`src/rtl/bcast_scheduler.sv`:
```
// Round-robin arbiter sharing one 1-to-16 broadcast network among N requesters; BCAST_SCHED_STAT_EN adds per-requester done counters.
// Latency: grant one cycle after req is sampled; done after SETUP_CYCLES+HOLD_CYCLES+1 cycles; at least one idle cycle between transfers.
// Backpressure: requester holds req until done; dropping req during SETUP/DRIVE abandons the transfer.
module bcast_scheduler #(
    parameter int N            = 4,
    parameter int SETUP_CYCLES = 1,
    parameter int HOLD_CYCLES  = 2
) (
    input  logic           clk,
    input  logic           rst,
    input  logic [N-1:0]   req,
    input  logic [N-1:0]   req_data,
    input  logic [4*N-1:0] req_pb,
    input  logic [2*N-1:0] req_lb,
    output logic [N-1:0]   grant,
    output logic [N-1:0]   done,
    output logic           net_inp,
    output logic [3:0]     net_pb,
    output logic [1:0]     net_lb,
    input  logic [15:0]    net_w,
    output logic [15:0]    cap_w,
`ifdef BCAST_SCHED_STAT_EN
    output logic [8*N-1:0] grant_cnt,
`endif
    output logic           busy
);

    localparam int IW   = (N > 1) ? $clog2(N) : 1;
    localparam int MAXC = (SETUP_CYCLES > HOLD_CYCLES) ? SETUP_CYCLES : HOLD_CYCLES;
    localparam int CW   = (MAXC > 1) ? $clog2(MAXC) : 1;

    typedef enum logic [1:0] {IDLE, SETUP, DRIVE, RELEASE} state_t;

    state_t          state_q, state_d;
    logic [CW-1:0]   cnt_q, cnt_d;
    logic [IW-1:0]   rr_q, rr_d;
    logic [IW-1:0]   win_q, win_d;
    logic            data_q, data_d;
    logic [3:0]      pb_q, pb_d;
    logic [1:0]      lb_q, lb_d;
    logic [15:0]     cap_w_q, cap_w_d;

    logic            found;
    logic [IW-1:0]   pick;
    logic [IW-1:0]   idx;

    always_ff @(posedge clk or posedge rst) begin
        if (rst) begin
            state_q <= IDLE;
            cnt_q   <= '0;
            rr_q    <= '0;
            win_q   <= '0;
            data_q  <= 1'b0;
            pb_q    <= '0;
            lb_q    <= '0;
            cap_w_q <= '0;
        end else begin
            state_q <= state_d;
            cnt_q   <= cnt_d;
            rr_q    <= rr_d;
            win_q   <= win_d;
            data_q  <= data_d;
            pb_q    <= pb_d;
            lb_q    <= lb_d;
            cap_w_q <= cap_w_d;
        end
    end

    always_comb begin
        state_d = state_q;
        cnt_d   = cnt_q;
        rr_d    = rr_q;
        win_d   = win_q;
        data_d  = data_q;
        pb_d    = pb_q;
        lb_d    = lb_q;
        cap_w_d = cap_w_q;
        found   = 1'b0;
        pick    = rr_q;
        idx     = '0;

        // First pending requester at or after the rr pointer, wrapping.
        for (int i = 0; i < N; i++) begin
            idx = IW'((int'(rr_q) + i) % N);
            if (!found && req[idx]) begin
                found = 1'b1;
                pick  = idx;
            end
        end

        case (state_q)
            IDLE: begin
                if (found) begin
                    state_d = SETUP;
                    cnt_d   = '0;
                    win_d   = pick;
                    rr_d    = (pick == IW'(N - 1)) ? '0 : pick + IW'(1);
                    for (int i = 0; i < N; i++) begin
                        if (IW'(i) == pick) begin
                            data_d = req_data[i];
                            pb_d   = req_pb[4*i +: 4];
                            lb_d   = req_lb[2*i +: 2];
                        end
                    end
                end
            end
            SETUP: begin
                if (!req[win_q]) begin
                    state_d = IDLE;
                end else if (cnt_q == CW'(SETUP_CYCLES - 1)) begin
                    state_d = DRIVE;
                    cnt_d   = '0;
                end else begin
                    cnt_d = cnt_q + CW'(1);
                end
            end
            DRIVE: begin
                if (!req[win_q]) begin
                    state_d = IDLE;
                end else if (cnt_q == CW'(HOLD_CYCLES - 1)) begin
                    state_d = RELEASE;
                    cnt_d   = '0;
                    cap_w_d = net_w;
                end else begin
                    cnt_d = cnt_q + CW'(1);
                end
            end
            default: state_d = IDLE;
        endcase
    end

    // Outputs decode from registered state only, so reset clears them immediately.
    always_comb begin
        grant   = '0;
        done    = '0;
        net_inp = 1'b0;
        net_pb  = '0;
        net_lb  = '0;
        busy    = (state_q != IDLE);
        cap_w   = cap_w_q;
        if (state_q != IDLE) grant = N'(1) << win_q;
        if (state_q == RELEASE) done = N'(1) << win_q;
        if (state_q == SETUP || state_q == DRIVE) begin
            net_pb = pb_q;
            net_lb = lb_q;
        end
        if (state_q == DRIVE) net_inp = data_q;
    end

`ifdef BCAST_SCHED_STAT_EN
    logic [7:0] stat_q [N];
    logic [7:0] stat_d [N];

    always_ff @(posedge clk or posedge rst) begin
        if (rst) begin
            for (int i = 0; i < N; i++) stat_q[i] <= '0;
        end else begin
            for (int i = 0; i < N; i++) stat_q[i] <= stat_d[i];
        end
    end

    always_comb begin
        for (int i = 0; i < N; i++) begin
            stat_d[i] = stat_q[i];
            if (state_q == RELEASE && IW'(i) == win_q && stat_q[i] != 8'hFF)
                stat_d[i] = stat_q[i] + 8'd1;
            grant_cnt[8*i +: 8] = stat_q[i];
        end
    end
`endif

endmodule

```
`config.mk`:
```
export PLATFORM = sky130hd
export DESIGN_NAME = bcast_scheduler
export DESIGN_NICKNAME = d
export VERILOG_FILES = /design/src/rtl/bcast_scheduler.sv
export SDC_FILE = /design/constraint.sdc
export NUM_CORES = 1
export LEC_CHECK = 0
export ABC_AREA = 1
export BUFFER_PORTS_ARGS = -buffer_cell sky130_fd_sc_hd__buf_2
export CORE_MARGIN = 2
export CORE_UTILIZATION = 54
export CTS_BUF_LIST = sky130_fd_sc_hd__clkbuf_2
export CTS_CLUSTER_DIAMETER = 200
export DETAILED_ROUTE_END_ITERATION = 12
export PLACE_DENSITY_LB_ADDON = 0.12
export REMOVE_ABC_BUFFERS = 1
export SYNTH_ARGS = -nofsm -noshare
export SYNTH_HDL_FRONTEND = slang
export SYNTH_SLANG_ARGS = --single-unit
```
`constraint.sdc`:
```
create_clock -name clk -period 5.55 [get_ports clk]
set_input_delay 0.8325 -clock clk [delete_from_list [all_inputs] [get_ports clk]]
set_output_delay 0.8325 -clock clk [all_outputs]
set_load 0.03 [all_outputs]
```
After elaboration in Yosys (flattened, before gate mapping)
Index checks and enable logic that the tools add are counted.

storage, ports and cells
  input bits = 50
  word-level logic and storage cells = 95
  bits in registers = 30
  output and inout port bits = 32

operators by class
  multiplexer cells = 47
  add/sub/neg operators = 5
  $lt $le $gt $ge = 5
  eq/ne operators = 12
  reduce and logical (&&, ||, !) cells = 17
  shift operators = 1

operators with widths
  kind                 count
  $mux 2               14
  $mux 4               7
  $mux 1               19
  $lt 2x3->1 const B   5
  $bmux 1 s2           5
  $reduce_and 3->1     3
  $eq 2x2->1 const B   3
  $ne 2x2->1 const B   3
  $ne 3x3->1 const B   2
  $pmux 2 s3           1
  $add 2x1->2 const B  2
  $add 2x2->2 const B  2
  $eq 2x2->1 const A   2
  $logic_not 2->1      2
  $reduce_and 4->1     1
  $reduce_bool 4->1    1
  $shl 1x2->4 const A  1
  $logic_and 1x1->1    3
  $logic_not 1->1      3
  $pmux 1 s3           1
  $reduce_bool 3->1    1
  $eq 1x2->1 const A   1
  $eq 2x1->1 const B   1
  $reduce_and 2->1     1
  3 further kinds      3

Depth between registers and ports, before layout
  depth in word-level cells = 17
  mapped depth = 18
  gate-level depth less buffers = 17

Worst setup path after synthesis
No wires, ideal clock.

  kind = input -> register
  start = input port req[3]
  end = register lb_q[0]
  buffers on the path = 1
  arrival = 2.490 ns
  required time = 5.485 ns
  library setup time = 0.065 ns
  stages = 16
  setup slack = 2.995 ns
  cells stage by stage = nand2_1 > nand3_1 > nand2_1 > nand3_1 > nand2_1 > nand2_1 > nand3_1 > nand2_1 > inv_1 > ha_1 > clkbuf_1 > nand2_1 > o21a_1 > o21ai_0 > nand2_1 > nand2_1

on the way
  longest elaborated chain between the ends = 16
  elaborated cells on any way between the ends = 30
  those cells by class = eq/ne: 3; mux: 18; reduce/logical: 9

RTL lines
  item                          line  text
  start, declared               11    input logic [N-1:0] req,
  $bmux 1 s2                    85    if (!found && req[idx]) begin
  $mux 1 (implied by the code)  85
  $mux 1                        85
  $logic_not 1->1               85
  $logic_and 1x1->1             85
  $mux 1                        85
  $logic_not 1->1               85
  $logic_and 1x1->1             85
  $mux 1                        85
  $logic_not 1->1               85
  $logic_and 1x1->1             85
  $mux 2 (*)                    85
  net pick[1]                   44    logic [IW-1:0] pick;
  $eq 1x2->1                    99    if (IW'(i) == pick) begin
  $mux 2 (3 in a row)           99
  end signal, assigned          64    lb_q <= lb_d;
  end, declared                 40    logic [1:0] lb_q, lb_d;

Mark *: on every way through the listed nets, which the timed path passes. The rest lies on a longest branch. The select of a mux whose other input is x is not followed.
A chain may end at the register's enable or synchronous reset.

Worst setup path in the final report
  start = register rr_q[0]
  end = register pb_q[2]

on the way
  longest elaborated chain between the ends = 16
  elaborated cells on any way between the ends = 33
  those cells by class = add/sub: 3; eq/ne: 3; mux: 18; reduce/logical: 9

RTL lines
  item                                                  line  text
  start, declared                                       36    logic [IW-1:0] rr_q, rr_d;
  start signal, assigned                                60    rr_q <= rr_d;
  branches (longest 11 deep; another with $add 2x1->2)  -
  $mux 2 (*)                                            85
  net pick[1]                                           44
  $eq 1x2->1                                            99
  $mux 4 (3 in a row)                                   99
  end signal, assigned                                  63    pb_q <= pb_d;
  end, declared                                         39    logic [3:0] pb_q, pb_d;

Mark *: on every way through the listed nets, which the timed path passes. The select of a mux whose other input is x is not followed.

==> run summary <==
Crit path capture type: register
Core Rows: 22
Max IR drop VDD: 0.318 mV
Worst setup margin: 2900 ps
Post-synthesis sequential area ratio: 37.8%
Worst slew pin tran: 1060 ps
DR WL/cell: 9.72 µm
Fill count: 343
CTS Buffer Depth: 2
Boundary Pins: 82
CP required: 5850 ps
Final hold violations: 0
Final antenna-violating net count: 0
GP Congestion: 0.797
Startpoint of the worst register-to-register path: rr_q[0]
Min-delay src: cap_w[8]
Total setup buffers inserted after CTS: 0
CP max FO: 14
Via/cell ratio: 4.68
Global Route Usage Sum: 21.2%
Slew margin rel.: 29.3%
Clk root buf: clkbuf_2
Worst slack at placement: 2680 ps
Worst-Skew Late Latency: 350 ps
Cells after synthesis: 285
First DRT Iteration DRCs: 77
Cts hold-fix bufs: 0
Area grow syn2layout: 22.9%
H-tree depth: 2
CTS sink cnt: 30
Antenna violations before repair: 0
Power Density: 634 nW/µm²
Top cell type's share of synthesized area: 37.8%
CTS tree: done
Die ar.: 4180 µm²
Vias: 1937
R2r worst-path depth: 16
Share of layout cells above drive strength 1: 29.0%
Post-synth cell types: 24
Data arrival, critical path: 2960 ps
Min-Delay Path Class: reg2reg
Core ar.: 3610 µm²
First-pass GRT wire length: 7000 µm
DRC viols: 0
Main area contributors after synthesis: dfrtp_1 (38%), nand2_1 (22%), inv_1 (7.4%)
RSZ-0062 raised after global routing: false
Reg2reg end: pb_q[2]
Largest net degree at the start of global routing: 33
FF-to-FF setup slack: 2900 ps
Commonest non-fill, non-tap cell in the layout: nand2_1
Detailed placement HPWL: 3180 µm
Yosys top cell by area: dfrtp_1
Worst Skew: 13.2 ps
FMAX: 0.377 GHz
Post-CTS resize count: 0
Die height: 64.6 µm
Final Max Slew Viols: 0
Most frequent cells in the layout: nand2_1 (116), buf_2 (81), inv_1 (39)
Status: completed
CTS Buf Count: 5
Total of max-cap violations: 0
Diodes inserted: 0
Hold endpoint: cap_w[8]
Avg Cell Area, Syn: 6.97 µm²
Leak Pwr: 1.50 nW
Initial Utilization: 55.1%
Detailed Routing Iterations Pass 1: 4
Die width: 64.6 µm
Clk pin slew, worst setup/hold paths: 150 ps
Final setup viols: 0
Vias in the first global route: 1721
Yosys reg bits: 30
Drt total wl: 4030 µm
Synth warn: 0
CP Class: reg2reg
Final period util: 47.8%
Mapped cell area: 1990 µm²
Nets: 422
Minimum clock period: 2650 ps
Critical Path Start Type: register
Total power: 1.55 mW
PortBufs: 81
Grt total ovfl: 0
Final setup TNS: 0 ps
Hold Path Cell Cnt: 2
[worst max-delay path by stage]
stage / startpoint / endpoint / slack, ps / cells after the start
2_1_floorplan: req[3] / data_q / 3050 / 13
3_3_place_gp: req[3] / pb_q[3] / 2720 / 14
6_report: rr_q[0] / pb_q[2] / 2900 / 16
5_1_grt: rr_q[0] / pb_q[2] / 2500 / 16
4_1_cts: rr_q[0] / pb_q[2] / 2890 / 14
3_5_place_dp: req[3] / pb_q[2] / 2680 / 14
[metrics by stage]
| step | std cells | area, µm² | hold slack, ps | util, % |
|---|---|---|---|---|
| 2_1_floorplan | 277 | 1940 | 449 | - |
| 3_3_place_gp | 406 | 2400 | 461 | 66.6 |
| 3_5_place_dp | 406 | 2400 | 465 | 66.6 |
| 4_1_cts | 414 | 2440 | 501 | 67.7 |
| 5_1_grt | 414 | 2440 | 529 | 67.7 |
| 6_report | 414 | 2440 | 500 | 67.7 |
[cells by family after synthesis]
logic type | Yosys count | share of synthesized area [%]
multiplexers | 7 | 3.53
flip-flops | 30 | 37.8
AO/OA/AOI/OAI | 40 | 11.4
adder cells (fa/ha/maj) | 7 | 4.41
buffers and inverters | 51 | 10.6
AND/OR/NAND/NOR | 150 | 32.2
[final cells by class]
type | instances | area [µm²] | area share, %
inverter | 43 | 161 | 6.62
multi-input combinational | 204 | 1020 | 41.9
clock inverter | 2 | 8.76 | 0.359
clock buffer | 6 | 30.0 | 1.23
tap | 48 | 60.1 | 2.46
sequential | 30 | 751 | 30.8
timing repair buffer | 81 | 405 | 16.6
[registers in the layout, indices dropped and copies added, names as in the netlist]
name	flops
data_q	1
state_q	2
cap_w	16
lb_q	2
win_q	2
pb_q	4
rr_q	2
cnt_q	1
[synthesized netlist by cell type (all sizes together)]
| cell | count |
|---|---|
| buf | 6 |
| clkbuf | 2 |
| dfrtp | 30 |
| ha | 7 |
| inv | 43 |
| mux2i | 7 |
| nand2 | 122 |
| nand3 | 12 |
| nand4 | 2 |
| nor2 | 12 |
| nor3b | 1 |
| o21a | 7 |
| o21ai | 32 |
| o22ai | 1 |
| or2 | 1 |
[worst max-delay path: stages, from the launching register on]
cell	delay, ps
dfrtp_1	580
inv_2	170
nand2_1	120
nand3_1	70
nand2_1	190
nand3_1	150
nand2_1	100
nand2_1	50
nand3_1	90
nand2_1	80
inv_1	80
ha_1	420
nand2_1	90
o21a_1	110
o21ai_0	160
nand2_1	70
nand2_1	60
[per-layer routing]
layer | share of wire, % | GRT usage (%)
met3 | 4.5 | 5.90
met5 | 0 | 0
met4 | 0.25 | 4.52
met2 | 48 | 35.3
met1 | 47 | 27.8
[power breakdown]
part | switching [mW] | internal (mW)
sequential | 0.0704 | 0.315
combinational | 0.690 | 0.369
clock | 0.0711 | 0.0310
total | 0.832 | 0.716
Power figures use the tool's default switching activity.
